===== config.mk =====
export PLATFORM = sky130hd
export DESIGN_NAME = m68k_bus_ctrl
export DESIGN_NICKNAME = d
export VERILOG_FILES = /design/src/rtl/m68k_bus_ctrl.sv
export SDC_FILE = /design/constraint.sdc
export NUM_CORES = 1
export LEC_CHECK = 0
export CORE_MARGIN = 10
export CORE_UTILIZATION = 35
export DETAILED_ROUTE_END_ITERATION = 10
export PLACE_DENSITY_LB_ADDON = 0.3
export SYNTH_ARGS = -nofsm -noshare
export SYNTH_HDL_FRONTEND = slang
export SYNTH_SLANG_ARGS = --single-unit

===== constraint.sdc =====
create_clock -name clk -period 2.13 [get_ports clk]
set_input_delay 0.426 -clock clk [delete_from_list [all_inputs] [get_ports clk]]
set_output_delay 0.426 -clock clk [all_outputs]
set_load 0.02 [all_outputs]

===== src/rtl/m68k_bus_ctrl.sv =====
// m68k_bus_ctrl: 68000 bus-cycle controller placed after the address decoder.
// It latches the selected region at the start of each bus cycle, inserts the
// per-region wait states, waits for the SDRAM program-ROM fetch, and arbitrates
// the Z80/68000 shared RAM before driving a registered DTACK.
//
// Optional feature: define BUS_TIMEOUT_EN to add an 8-bit bus watchdog that
// forces DTACK after TIMEOUT clocks and raises a sticky bus_timeout flag.
//
// Ports:
//   clk                clock
//   reset              synchronous, active-high reset
//   cpu_as_n           68000 address strobe (active low)
//   prog_rom_cs        program ROM region select
//   ram_cs             work RAM region select
//   shared_ram_cs      Z80/68000 shared RAM region select
//   tile_palette_cs    tile palette select
//   sprite_palette_cs  sprite palette select
//   reg_cs             OR of all video/control register selects
//   prog_rom_ok        SDRAM data valid for the current ROM address
//   z80_shared_req     Z80 shared RAM request (level)
//   cpu_dtack_n        registered DTACK to the 68000 (active low)
//   z80_shared_gnt     registered shared RAM grant to the Z80
//   m68k_shared_own    68000 currently owns the shared RAM
//   bus_timeout        sticky watchdog flag (tied 0 without BUS_TIMEOUT_EN)
module m68k_bus_ctrl #(
  parameter int unsigned RAM_WAIT    = 0,
  parameter int unsigned SHARED_WAIT = 2,
  parameter int unsigned PAL_WAIT    = 1,
  parameter int unsigned REG_WAIT    = 1,
  parameter int unsigned TIMEOUT     = 255
) (
  input  logic clk,
  input  logic reset,
  input  logic cpu_as_n,
  input  logic prog_rom_cs,
  input  logic ram_cs,
  input  logic shared_ram_cs,
  input  logic tile_palette_cs,
  input  logic sprite_palette_cs,
  input  logic reg_cs,
  input  logic prog_rom_ok,
  input  logic z80_shared_req,
  output logic cpu_dtack_n,
  output logic z80_shared_gnt,
  output logic m68k_shared_own,
  output logic bus_timeout
);

  typedef enum logic [2:0] {
    StIdle,
    StWait,
    StRom,
    StArb,
    StAck,
    StDisarmed
  } state_e;

  state_e     state_q, state_d;
  logic [7:0] count_q, count_d;
  logic       rom_first_q, rom_first_d;
  logic       dtack_n_q, dtack_n_d;
  logic       own_q, own_d;
  logic       gnt_q, gnt_d;
  logic       take_own;
  logic       wd_expired;

`ifdef BUS_TIMEOUT_EN
  logic [7:0] wd_q, wd_d;
  logic       timeout_q, timeout_d;
  logic       wd_counting;

  assign wd_counting = (state_q == StWait) || (state_q == StRom) || (state_q == StArb);
  assign wd_expired  = wd_counting && (wd_q == 8'(TIMEOUT));

  always_comb begin
    wd_d      = 8'd0;
    timeout_d = timeout_q | wd_expired;
    if (wd_counting && !wd_expired) begin
      wd_d = wd_q + 8'd1;
    end
  end

  always_ff @(posedge clk) begin
    if (reset) begin
      wd_q      <= 8'd0;
      timeout_q <= 1'b0;
    end else begin
      wd_q      <= wd_d;
      timeout_q <= timeout_d;
    end
  end

  assign bus_timeout = timeout_q;
`else
  logic unused_timeout;

  assign unused_timeout = ^8'(TIMEOUT);
  assign wd_expired     = 1'b0;
  assign bus_timeout    = 1'b0;
`endif

  always_comb begin
    state_d     = state_q;
    count_d     = count_q;
    rom_first_d = 1'b0;
    dtack_n_d   = 1'b1;
    own_d       = own_q;
    take_own    = 1'b0;

    unique case (state_q)
      // Only leave reset once AS has been seen high, so a cycle that was in
      // flight across reset is never acknowledged.
      StDisarmed: begin
        if (cpu_as_n) begin
          state_d = StIdle;
        end
      end

      StIdle: begin
        if (!cpu_as_n) begin
          if (prog_rom_cs) begin
            state_d     = StRom;
            rom_first_d = 1'b1;
          end else if (ram_cs) begin
            state_d = StWait;
            count_d = 8'(RAM_WAIT);
          end else if (shared_ram_cs) begin
            state_d = StArb;
          end else if (tile_palette_cs || sprite_palette_cs) begin
            state_d = StWait;
            count_d = 8'(PAL_WAIT);
          end else if (reg_cs) begin
            state_d = StWait;
            count_d = 8'(REG_WAIT);
          end else begin
            state_d = StWait;
            count_d = 8'(REG_WAIT);
          end
        end
      end

      StWait: begin
        if (cpu_as_n) begin
          state_d = StIdle;
          own_d   = 1'b0;
        end else if (wd_expired || (count_q == 8'd0)) begin
          state_d = StAck;
        end else begin
          count_d = count_q - 8'd1;
        end
      end

      // The first clock in ROM ignores prog_rom_ok: it may still be the valid
      // flag left over from the previous fetch address.
      StRom: begin
        if (cpu_as_n) begin
          state_d = StIdle;
        end else if (wd_expired || (prog_rom_ok && !rom_first_q)) begin
          state_d = StAck;
        end
      end

      // A forced acknowledge from the watchdog never takes ownership.
      StArb: begin
        if (cpu_as_n) begin
          state_d = StIdle;
          own_d   = 1'b0;
        end else if (wd_expired) begin
          state_d = StAck;
        end else if (!gnt_q) begin
          take_own = 1'b1;
          own_d    = 1'b1;
          state_d  = StWait;
          count_d  = 8'(SHARED_WAIT);
        end
      end

      StAck: begin
        if (cpu_as_n) begin
          state_d = StIdle;
          own_d   = 1'b0;
        end else begin
          dtack_n_d = 1'b0;
        end
      end

      default: begin
        state_d = StDisarmed;
      end
    endcase

    // The Z80 keeps its grant while requesting, unless the 68000 owns the RAM
    // or is claiming it on this very edge.
    gnt_d = z80_shared_req && !own_q && !take_own;
  end

  always_ff @(posedge clk) begin
    if (reset) begin
      state_q     <= StDisarmed;
      count_q     <= 8'd0;
      rom_first_q <= 1'b0;
      dtack_n_q   <= 1'b1;
      own_q       <= 1'b0;
      gnt_q       <= 1'b0;
    end else begin
      state_q     <= state_d;
      count_q     <= count_d;
      rom_first_q <= rom_first_d;
      dtack_n_q   <= dtack_n_d;
      own_q       <= own_d;
      gnt_q       <= gnt_d;
    end
  end

  assign cpu_dtack_n     = dtack_n_q;
  assign z80_shared_gnt  = gnt_q;
  assign m68k_shared_own = own_q;

endmodule


==> impl_metrics.env <==
export IMPL_status="completed"
export IMPL_syn_cell_area_um2=882.1
export IMPL_clk_path_buf_depth=2
export IMPL_finClkSkew_ns=0.002948
export IMPL_ys_types=41
export IMPL_drc=0
export IMPL_routed_wl_um=1987
export IMPL_antenna_found_initial=0
export IMPL_synth_seq_area_share_pct=34.04
export IMPL_ys_ff_latch=15
export IMPL_finalPower_uw=689.6
export IMPL_hold_buffers=0
export IMPL_cpMostUsedCell="or4_4"
export IMPL_gp_congestion=0.7867
export IMPL_clock_sinks=15
export IMPL_design_die_area_um2=4928
export IMPL_period_minus_slack_ns=1.991
export IMPL_grt_pass1_wl_um=3643
export IMPL_nets=136
export IMPL_finalHoldViolations=0
export IMPL_num_vias=801
export IMPL_p_leak_uw=0.0003885
export IMPL_fill_cells=247
export IMPL_via_per_inst=5.270
export IMPL_io_pins=15
export IMPL_rows=18
export IMPL_drive_above_1_share_pct=15.57
export IMPL_hold_path_class="flop to flop"
export IMPL_syn_num_nets=120
export IMPL_cp_data_arrival_time_ns=2.17
export IMPL_synth_warnings=0
export IMPL_r2r_end="count_q[3]$_SDFFE_PP0P_"
export IMPL_ff2ff_path_depth=6
export IMPL_start_util_pct=36.27
export IMPL_critPathRequiredTime_ns=2.31
export IMPL_syn2layout_area_growth_pct=21.13
export IMPL_hold_depth=1
export IMPL_rsz0062_at_grt="no"
export IMPL_crit_fanout=4
export IMPL_die_x_um=70.20
export IMPL_maxCapViolCount=0
export IMPL_cts_tree="built"
export IMPL_grt_overflow_total=0
export IMPL_die_h_um=70.20
export IMPL_final_cell_mix="dfxtp_1 (15), nor2_1 (13), clkdlybuf4s50_1 (10), a21oi_1 (9), buf_4 (7)"
export IMPL_synthCells=107
export IMPL_cts_root_buf="clkbuf_4"
export IMPL_synth_edf_count=0
export IMPL_p_per_area_nw_per_um2=645.4
export IMPL_path_clk_slew_ns=0.10
export IMPL_core_um2=2432
export IMPL_grt_pass1_vias=834
export IMPL_finalCritPeriodShare_pct=93.48
export IMPL_htree_levels=1
export IMPL_grt_start_max_net_pins=12
export IMPL_path_class="flop to flop"
export IMPL_n_antenna_cell=0
export IMPL_async_reset_ff_share_pct=0
export IMPL_fin_ws_ns=0.1388
export IMPL_path_cells="or4_4 > or4_4 > nand4_2 > buf_4 > xor2_1 > nor2_1"
export IMPL_synth_avg_cell_area_um2=8.244
export IMPL_ctsResizeCount=0
export IMPL_regToRegSetupSlack_ns=0.14
export IMPL_firstDrtPassIters=5
export IMPL_slowest_delay_ns=0.56
export IMPL_finalSetupViolCount=0
export IMPL_numCtsBuffers=3
export IMPL_ant_nets=0
export IMPL_r2r_start="count_q[4]$_SDFFE_PP0P_"
export IMPL_critPathSlowestCell="or4_4"
export IMPL_synth_ff_type="dfxtp_1"
export IMPL_layout_commonest_cell="dfxtp_1"
export IMPL_worstHoldStart="m68k_shared_own$_SDFFE_PP0P_"
export IMPL_cp_startpoint="count_q[4]$_SDFFE_PP0P_"
export IMPL_track_usage_pct=8.438
export IMPL_finalMaxSlewViolations=0
export IMPL_start_kind="flop"
export IMPL_drtIter0Drc=34
export IMPL_timing_fmax_mhz=502.2
export IMPL_fin_setup_tns_ns=0
export IMPL_port_buffers=10
export IMPL_min_to="z80_shared_gnt$_SDFF_PP0_"
export IMPL_vdd_ir_drop_max_uv=311.0
export IMPL_clk_latency_ns=0.29
export IMPL_post_cts_buffers=0
export IMPL_place_hpwl_um=1563
export IMPL_place_ws_ns=0.08550
export IMPL_post_drt_wl_per_cell_um=13.07
export IMPL_cp_end_kind="flop"
how the worst max path moves through the flow:
stage                         endpoint  slack [ns]  cells past startpoint
2_1_floorplan  count_q[3]$_SDFFE_PP0P_        0.33                      5
3_3_place_gp   count_q[5]$_SDFFE_PP0P_        0.11                      6
3_5_place_dp   count_q[6]$_SDFFE_PP0P_        0.09                      6
4_1_cts        count_q[3]$_SDFFE_PP0P_        0.14                      6
5_1_grt        count_q[3]$_SDFFE_PP0P_        0.07                      6
6_report       count_q[3]$_SDFFE_PP0P_        0.14                      6
cell usage after synthesis, types with 2 or more instances:
cell	number	share of area, %
xor2_1	4	4.0
dfxtp_1	15	34
clkbuf_1	3	1.3
o21ai_0	3	1.7
a21oi_1	9	5.1
o22ai_1	2	1.4
or3_1	5	3.5
o21ai_1	3	1.7
nand3_1	2	1.1
nor4b_1	2	2.0
ha_1	2	2.8
inv_1	6	2.6
or4_4	2	2.6
nor2b_1	6	4.3
nor3_1	2	1.1
nor2_1	13	5.5
nand2_1	3	1.3
nand4_1	2	1.4
power by group:
group / internal (uW) / switching (uW) / leakage, uW
sequential: 301 / 16.3 / 0.000123
clock: 72.7 / 98.7 / 0.0000150
combinational: 96.4 / 105 / 0.000251
layout make-up:
class / instances / area [um^2] / share of cell area [%]
clock buffer: 4 / 26.28 / 2.459
inverter: 6 / 22.52 / 2.108
multi-input combinational: 80 / 529.3 / 49.53
sequential: 15 / 300.3 / 28.10
tap: 30 / 37.54 / 3.513
timing repair buffer: 17 / 152.6 / 14.29
worst max-delay path: cells and delay by family (launching register included):
kind / cells / cell delay (ns)
XOR/XNOR: 1 / 0.14
flip-flops: 1 / 0.34
AND/OR/NAND/NOR: 4 / 1.27
buffers and inverters: 1 / 0.13
cell families after synthesis:
kind of cell             after synthesis  synth area share [%]
buffers and inverters                 12                 6.524
AND/OR/NAND/NOR                       47                 32.91
flip-flops                            15                 34.04
XOR/XNOR                               4                 3.971
other                                  1                0.4251
adder cells (fa/ha/maj)                2                 2.836
AO/OA/AOI/OAI                         26                 19.29
flip-flops by register name, summed over array words and instances, names as in the netlist:
signal,flops
m68k_shared_own,1
rom_first_q,1
state_q,3
count_q,8
cpu_dtack_n,1
z80_shared_gnt,1
layer usage:
| metal | wire, um | vias to the layer above | track usage [%] | share of wire, % |
|---|---|---|---|---|
| li1 | - | 410 | - | - |
| met1 | 822 | 368 | 8.723 | 41 |
| met2 | 1030 | 21 | 15.31 | 52 |
| met3 | 130 | 2 | 3.249 | 6.5 |
| met4 | 4 | 0 | 2.412 | 0.20 |
| met5 | 0 | - | 0 | 0 |
stage by stage:
stage	cells	util [%]	instance area, um^2	hold slack (ns)
6_report	152	43.93	1069	0.4679
5_1_grt	152	43.93	1069	0.5056
4_1_cts	152	43.72	1064	0.4701
3_5_place_dp	148	42.64	1037	0.4557
3_3_place_gp	148	42.64	1037	0.4438
2_1_floorplan	107	-	882.1	0.4449
Note: power is estimated with default switching activity, not from simulation.
